**src/rtl/inc_chain_pipe.sv**
```systemverilog
// inc_chain_pipe: three-stage registered x -> x+STEP -> x+2*STEP chain.
// Each stage advances when it is empty or its successor is advancing.
// Bubbles therefore collapse, and in_ready only drops when all three stages
// are full and the output is stalled.
module inc_chain_pipe #(
  parameter int WIDTH = 32,
  parameter int STEP  = 1,
  parameter int CNTW  = 16
) (
  input  logic             clk,
  input  logic             reset,
  input  logic             in_valid,
  output logic             in_ready,
  input  logic [WIDTH-1:0] in_x,
  output logic             out_valid,
  input  logic             out_ready,
  output logic [WIDTH-1:0] out_x,
  output logic [WIDTH-1:0] out_y,
  output logic [WIDTH-1:0] out_z,
  output logic             busy,
  output logic [CNTW-1:0]  count
);
  localparam int STAGES = 3;
  localparam logic [WIDTH-1:0] STEP_W = WIDTH'(STEP);

  typedef struct packed {
    logic [WIDTH-1:0] x;
    logic [WIDTH-1:0] y;
    logic [WIDTH-1:0] z;
  } trip_t;

  logic [STAGES:1] vld_pipe;
  logic [STAGES:1] adv;
  logic [WIDTH-1:0] s1_x;
  logic [WIDTH-1:0] s2_x, s2_y;
  trip_t s3;

  // Advance chain, resolved from the output end back to the input.
  always_comb begin
    adv[3] = !vld_pipe[3] || out_ready;
    adv[2] = !vld_pipe[2] || adv[3];
    adv[1] = !vld_pipe[1] || adv[2];
  end

  assign in_ready  = adv[1];
  assign out_valid = vld_pipe[3];
  assign out_x     = s3.x;
  assign out_y     = s3.y;
  assign out_z     = s3.z;
  assign busy      = |vld_pipe;

  // S1: capture x; an advance with no input leaves a bubble.
  always_ff @(posedge clk or posedge reset) begin
    if (reset) begin
      vld_pipe[1] <= 1'b0;
      s1_x        <= '0;
    end else if (adv[1]) begin
      vld_pipe[1] <= in_valid;
      if (in_valid) s1_x <= in_x;
    end
  end

  // S2: carry x and form y.
  always_ff @(posedge clk or posedge reset) begin
    if (reset) begin
      vld_pipe[2] <= 1'b0;
      s2_x        <= '0;
      s2_y        <= '0;
    end else if (adv[2]) begin
      vld_pipe[2] <= vld_pipe[1];
      if (vld_pipe[1]) begin
        s2_x <= s1_x;
        s2_y <= s1_x + STEP_W;
      end
    end
  end

  // S3: carry x, y and form z; holds stable while the output is stalled.
  always_ff @(posedge clk or posedge reset) begin
    if (reset) begin
      vld_pipe[3] <= 1'b0;
      s3          <= '0;
    end else if (adv[3]) begin
      vld_pipe[3] <= vld_pipe[2];
      if (vld_pipe[2]) begin
        s3.x <= s2_x;
        s3.y <= s2_y;
        s3.z <= s2_y + STEP_W;
      end
    end
  end

  // Saturating count of completed output transfers.
  always_ff @(posedge clk or posedge reset) begin
    if (reset)
      count <= '0;
    else if (vld_pipe[3] && out_ready && (count != {CNTW{1'b1}}))
      count <= count + CNTW'(1);
  end
endmodule
```
**config.mk**
```make
export PLATFORM = sky130hd
export DESIGN_NAME = inc_chain_pipe
export DESIGN_NICKNAME = d
export VERILOG_FILES = /design/src/rtl/inc_chain_pipe.sv
export SDC_FILE = /design/constraint.sdc
export NUM_CORES = 1
export LEC_CHECK = 0
export ABC_AREA = 1
export BUFFER_PORTS_ARGS = -buffer_cell sky130_fd_sc_hd__buf_2
export CAP_MARGIN = 20
export CORE_UTILIZATION = 57
export DETAILED_ROUTE_END_ITERATION = 10
export GPL_ROUTABILITY_DRIVEN = 0
export GPL_TIMING_DRIVEN = 1
export PLACE_DENSITY = 0.83
export SLEW_MARGIN = 30
export SYNTH_ARGS = -nofsm -noshare
export SYNTH_HDL_FRONTEND = slang
export SYNTH_SLANG_ARGS = --single-unit
export TNS_END_PERCENT = 5
```
**constraint.sdc**
```tcl
create_clock -name clk -period 9.1 [get_ports clk]
set_input_delay 1.82 -clock clk [delete_from_list [all_inputs] [get_ports clk]]
set_output_delay 1.82 -clock clk [all_outputs]
set_load 0.01 [all_outputs]
```
=== Word level (Yosys, flattened, before mapping) ===
Cells that the tools add are included.

* Output and inout bits: 115
* Register bits: 211
* Bits of input ports: 36
* Logic and storage cells: 26

* Reduce and logical (&&, ||, !) cells: 12
* Add/subtract/negate cells: 3
* Equal/unequal tests: 1

{| class="wikitable"
|+ Operators with widths
! kind !! number
|-
| $add A32 B1 Y32 const B || 2
|-
| $add A16 B1 Y16 const B || 1
|-
| $ne A16 B16 Y1 const B || 1
|-
| $reduce_and A2 Y1 || 3
|-
| $logic_not A1 Y1 || 3
|-
| $logic_or A1 B1 Y1 || 3
|-
| $reduce_or A3 Y1 || 1
|-
| $logic_and A1 B1 Y1 || 2
|}

=== Longest topological paths before layout ===
* Depth after elaboration: 5
* Mapped depth: 9
* Depth with buffers taken out: 9

=== Least setup slack after synthesis ===
Ideal clock, no wire load.

* Kind: input port to output port
* Start: input out_ready
* End: output in_ready
* Path buffers: 1
* Required time: 7.280 ns
* Arrival: 2.275 ns
* Stages on the path: 3
* Slack: 5.005 ns
* Cells stage by stage: inv_1 -> nand4_1 -> clkbuf_1

* Word-level cells in the longest chain between the ends: 3

{| class="wikitable"
|+ RTL lines
! what !! RTL line !! source
|-
| from (decl) || 16 || <nowiki>input logic out_ready,</nowiki>
|-
| $logic_or A1 B1 Y1 || 40 || <nowiki>adv[3] = !vld_pipe[3] || out_ready;</nowiki>
|-
| $logic_or A1 B1 Y1 || 41 || <nowiki>adv[2] = !vld_pipe[2] || adv[3];</nowiki>
|-
| $logic_or A1 B1 Y1 || 42 || <nowiki>adv[1] = !vld_pipe[1] || adv[2];</nowiki>
|-
| to (decl) || 13 || <nowiki>output logic in_ready,</nowiki>
|}

No other way between the ends.

=== Final worst setup path ===
Ends and elaborated chain as after synthesis.

==> results.ini <==
[outcome]
outcome = completed

[routing]
wl_per_cell_um = 14.8
antenna_left = 0
finalWirelength_mm = 24.3
drt_pre_antenna_iters = 7
via_per_inst = 5.34
vias = 8733
route.detailed.drc = 0
first_iter_violations = 879

[final_layout]
multi_input_area_um2 = 4040
mostFrequentLayoutCells = 441 x nand2_1, 211 x dfrtp_1, 176 x nor2_1, 150 x buf_2, 95 x inv_1
nFillCells = 1378
seq_area_um2 = 5280
fin_area_um2 = 11500
antenna_cells = 0
layout-drive-gt1-share = 0.160
mostFrequentLayoutCell = nand2_1
syn_to_final_growth_pct = 16.0
nNetsFinal = 1441

[yosys]
syn-instance-count = 1266
yosysWarnings = 0
syn_area_um2 = 9930
ys_ff_latch = 211
ys.flop_type = dfrtp_1
synthArstFlopShare = 1.00
syn-num-nets = 1305
synth-seq-area-share = 0.532
synthDistinctLibCells = 31
synth_edf_count = 0
syn_avg_cell_area_um2 = 7.84

[die]
die_x_um = 134
die_h_um = 134
pin_count = 151
num_rows = 47
initial_core_util = 0.590
core_area_um2 = 16800
die_area_um2 = 17900

[grt]
grt_pass1_wl_mm = 39.7
grt.total_usage = 0.276
grt_pass1_vias = 7945
grt.overflow.total = 0
grt_max_degree = 156
antenna_found_initial = 0

[worst_hold_path]
min_delay_worst_endpoint = out_y[9]
hold_path.class = flop to flop
holdCritStartpoint = out_y[9]
min_path_cells = 2

[sta]
slew_headroom = 0.425
setup_tns_ps = 0
tightest_slew_ps = 863
max_freq_ghz = 0.230
drv_slew = 0
rsz0062_at_grt = false
fin_crit_sh = 0.478
fin_skew_ps = 10.3
hold_viol = 0
fin_crit_ps = 4350
setup_viol = 0

[setup_path]
worstSetupStartpointType = input pin
arrival_ps = 2530
cpMaxStageDelayCell = buf_4
timing.rr.end = s2_y[15]
critPathMaxStageDelay_ps = 230
critPathKind = input pin to output pin
r2r_start = out_valid
reg2reg_slack_ps = 6710
reg2reg_depth = 8
cp.required_ps = 7280
worst_setup_path_end_kind = output pin
crit_top_cell = buf_2
path_cells = buf_2 > inv_1 > nand4_1 > buf_4 > buf_2
path_max_fanout = 21

[pwr]
finalPower_mw = 3.34
irDropWorstVdd_uv = 180
cellPowerDensity_nw_per_um2 = 290
power_leakage_nw = 5.72

[clock_network]
ctsRootBufferMaster = clkbuf_16
cts-buffers-inserted = 23
clk-insertion-delay-late_ps = 500
post_cts_buffers = 0
postCtsResizedCells = 0
cts_tree = yes
cts_num_sinks = 211
cts_max_path_buffers = 3
htreeDepth = 1
path_clk_slew_ps = 60
cts_hold_buf = 0

[placed_design]
placed_area_um2 = 10800
io_buffers = 150
dp_hpwl_mm = 17.0

[run]
maxCapViolations = 0

==> kinds of logic after synthesis <==
group,synth area share
simple gates,0.315
flops,0.532
buf+inv,0.0623
compound gates,0.0754
xor+xnor,0.0115
fa+ha+maj,0.00378
==> per-layer routing <==
metal,vias up,share of wire,global-route usage
met5,-,0,0
met4,0,0.013,0.0600
met3,30,0.076,0.0469
met2,347,0.45,0.424
met1,4079,0.46,0.412
li1,4277,-,-
==> per-stage QoR <==
step	worst slack [ps]	util	hold slack (ps)	cells
2_1_floorplan	1510	-	442	1266
3_3_place_gp	4780	0.640	458	1597
3_5_place_dp	4770	0.640	461	1597
4_1_cts	4750	0.685	477	1635
5_1_grt	4710	0.685	494	1635
6_report	4750	0.685	472	1635
==> flip-flops by register name (all words and copies together), names as in the netlist <==
signal     count
out_z         32
vld_pipe       2
s2_x          32
out_y         32
count         16
out_valid      1
s2_y          32
out_x         32
s1_x          32
==> Yosys cell counts (all sizes together) (2+ instances only) <==
cell    instances  area share
nand2         449        0.17
dfrtp         211        0.53
nor2          198       0.084
o21ai         112       0.058
inv            98       0.037
nand3          82       0.042
buf            34       0.021
a21oi          19      0.0096
nand4          18       0.011
clkbuf         11      0.0042
o211ai          8      0.0060
xor2            8      0.0071
xnor2           5      0.0044
nand3b          4      0.0030
ha              3      0.0038
and2            2      0.0013
==> report_power, final <==
group | total, mW | internal [mW] | switching, mW
Combinational | 0.926 | 0.343 | 0.583
Clock | 0.921 | 0.567 | 0.354
Sequential | 1.49 | 1.25 | 0.242
==> worst max path at each step <==
stage / startpoint / to / depth (start not counted)
global placement: out_ready / in_ready / 5
floorplan: reset / count[0] / 1
detailed placement: out_ready / in_ready / 5
CTS: out_ready / in_ready / 5
finish: out_ready / in_ready / 5
global route: out_ready / in_ready / 5
==> cell type report <==
type | count | area share
clock buffers | 35 | 0.0591
multi-input cells | 912 | 0.351
flip-flops and latches | 211 | 0.458
inverters | 98 | 0.0330
repair buffers | 156 | 0.0694
clock inverters | 3 | 0.00565
well taps | 220 | 0.0239
==> worst max-delay path, delay by kind of cell <==
| family | cells | cell delay, ps |
|---|---|---|
| AND/OR/NAND/NOR | 1 | 100 |
| buffers and inverters | 4 | 600 |
No activity file was read; power rests on OpenSTA's default activity.
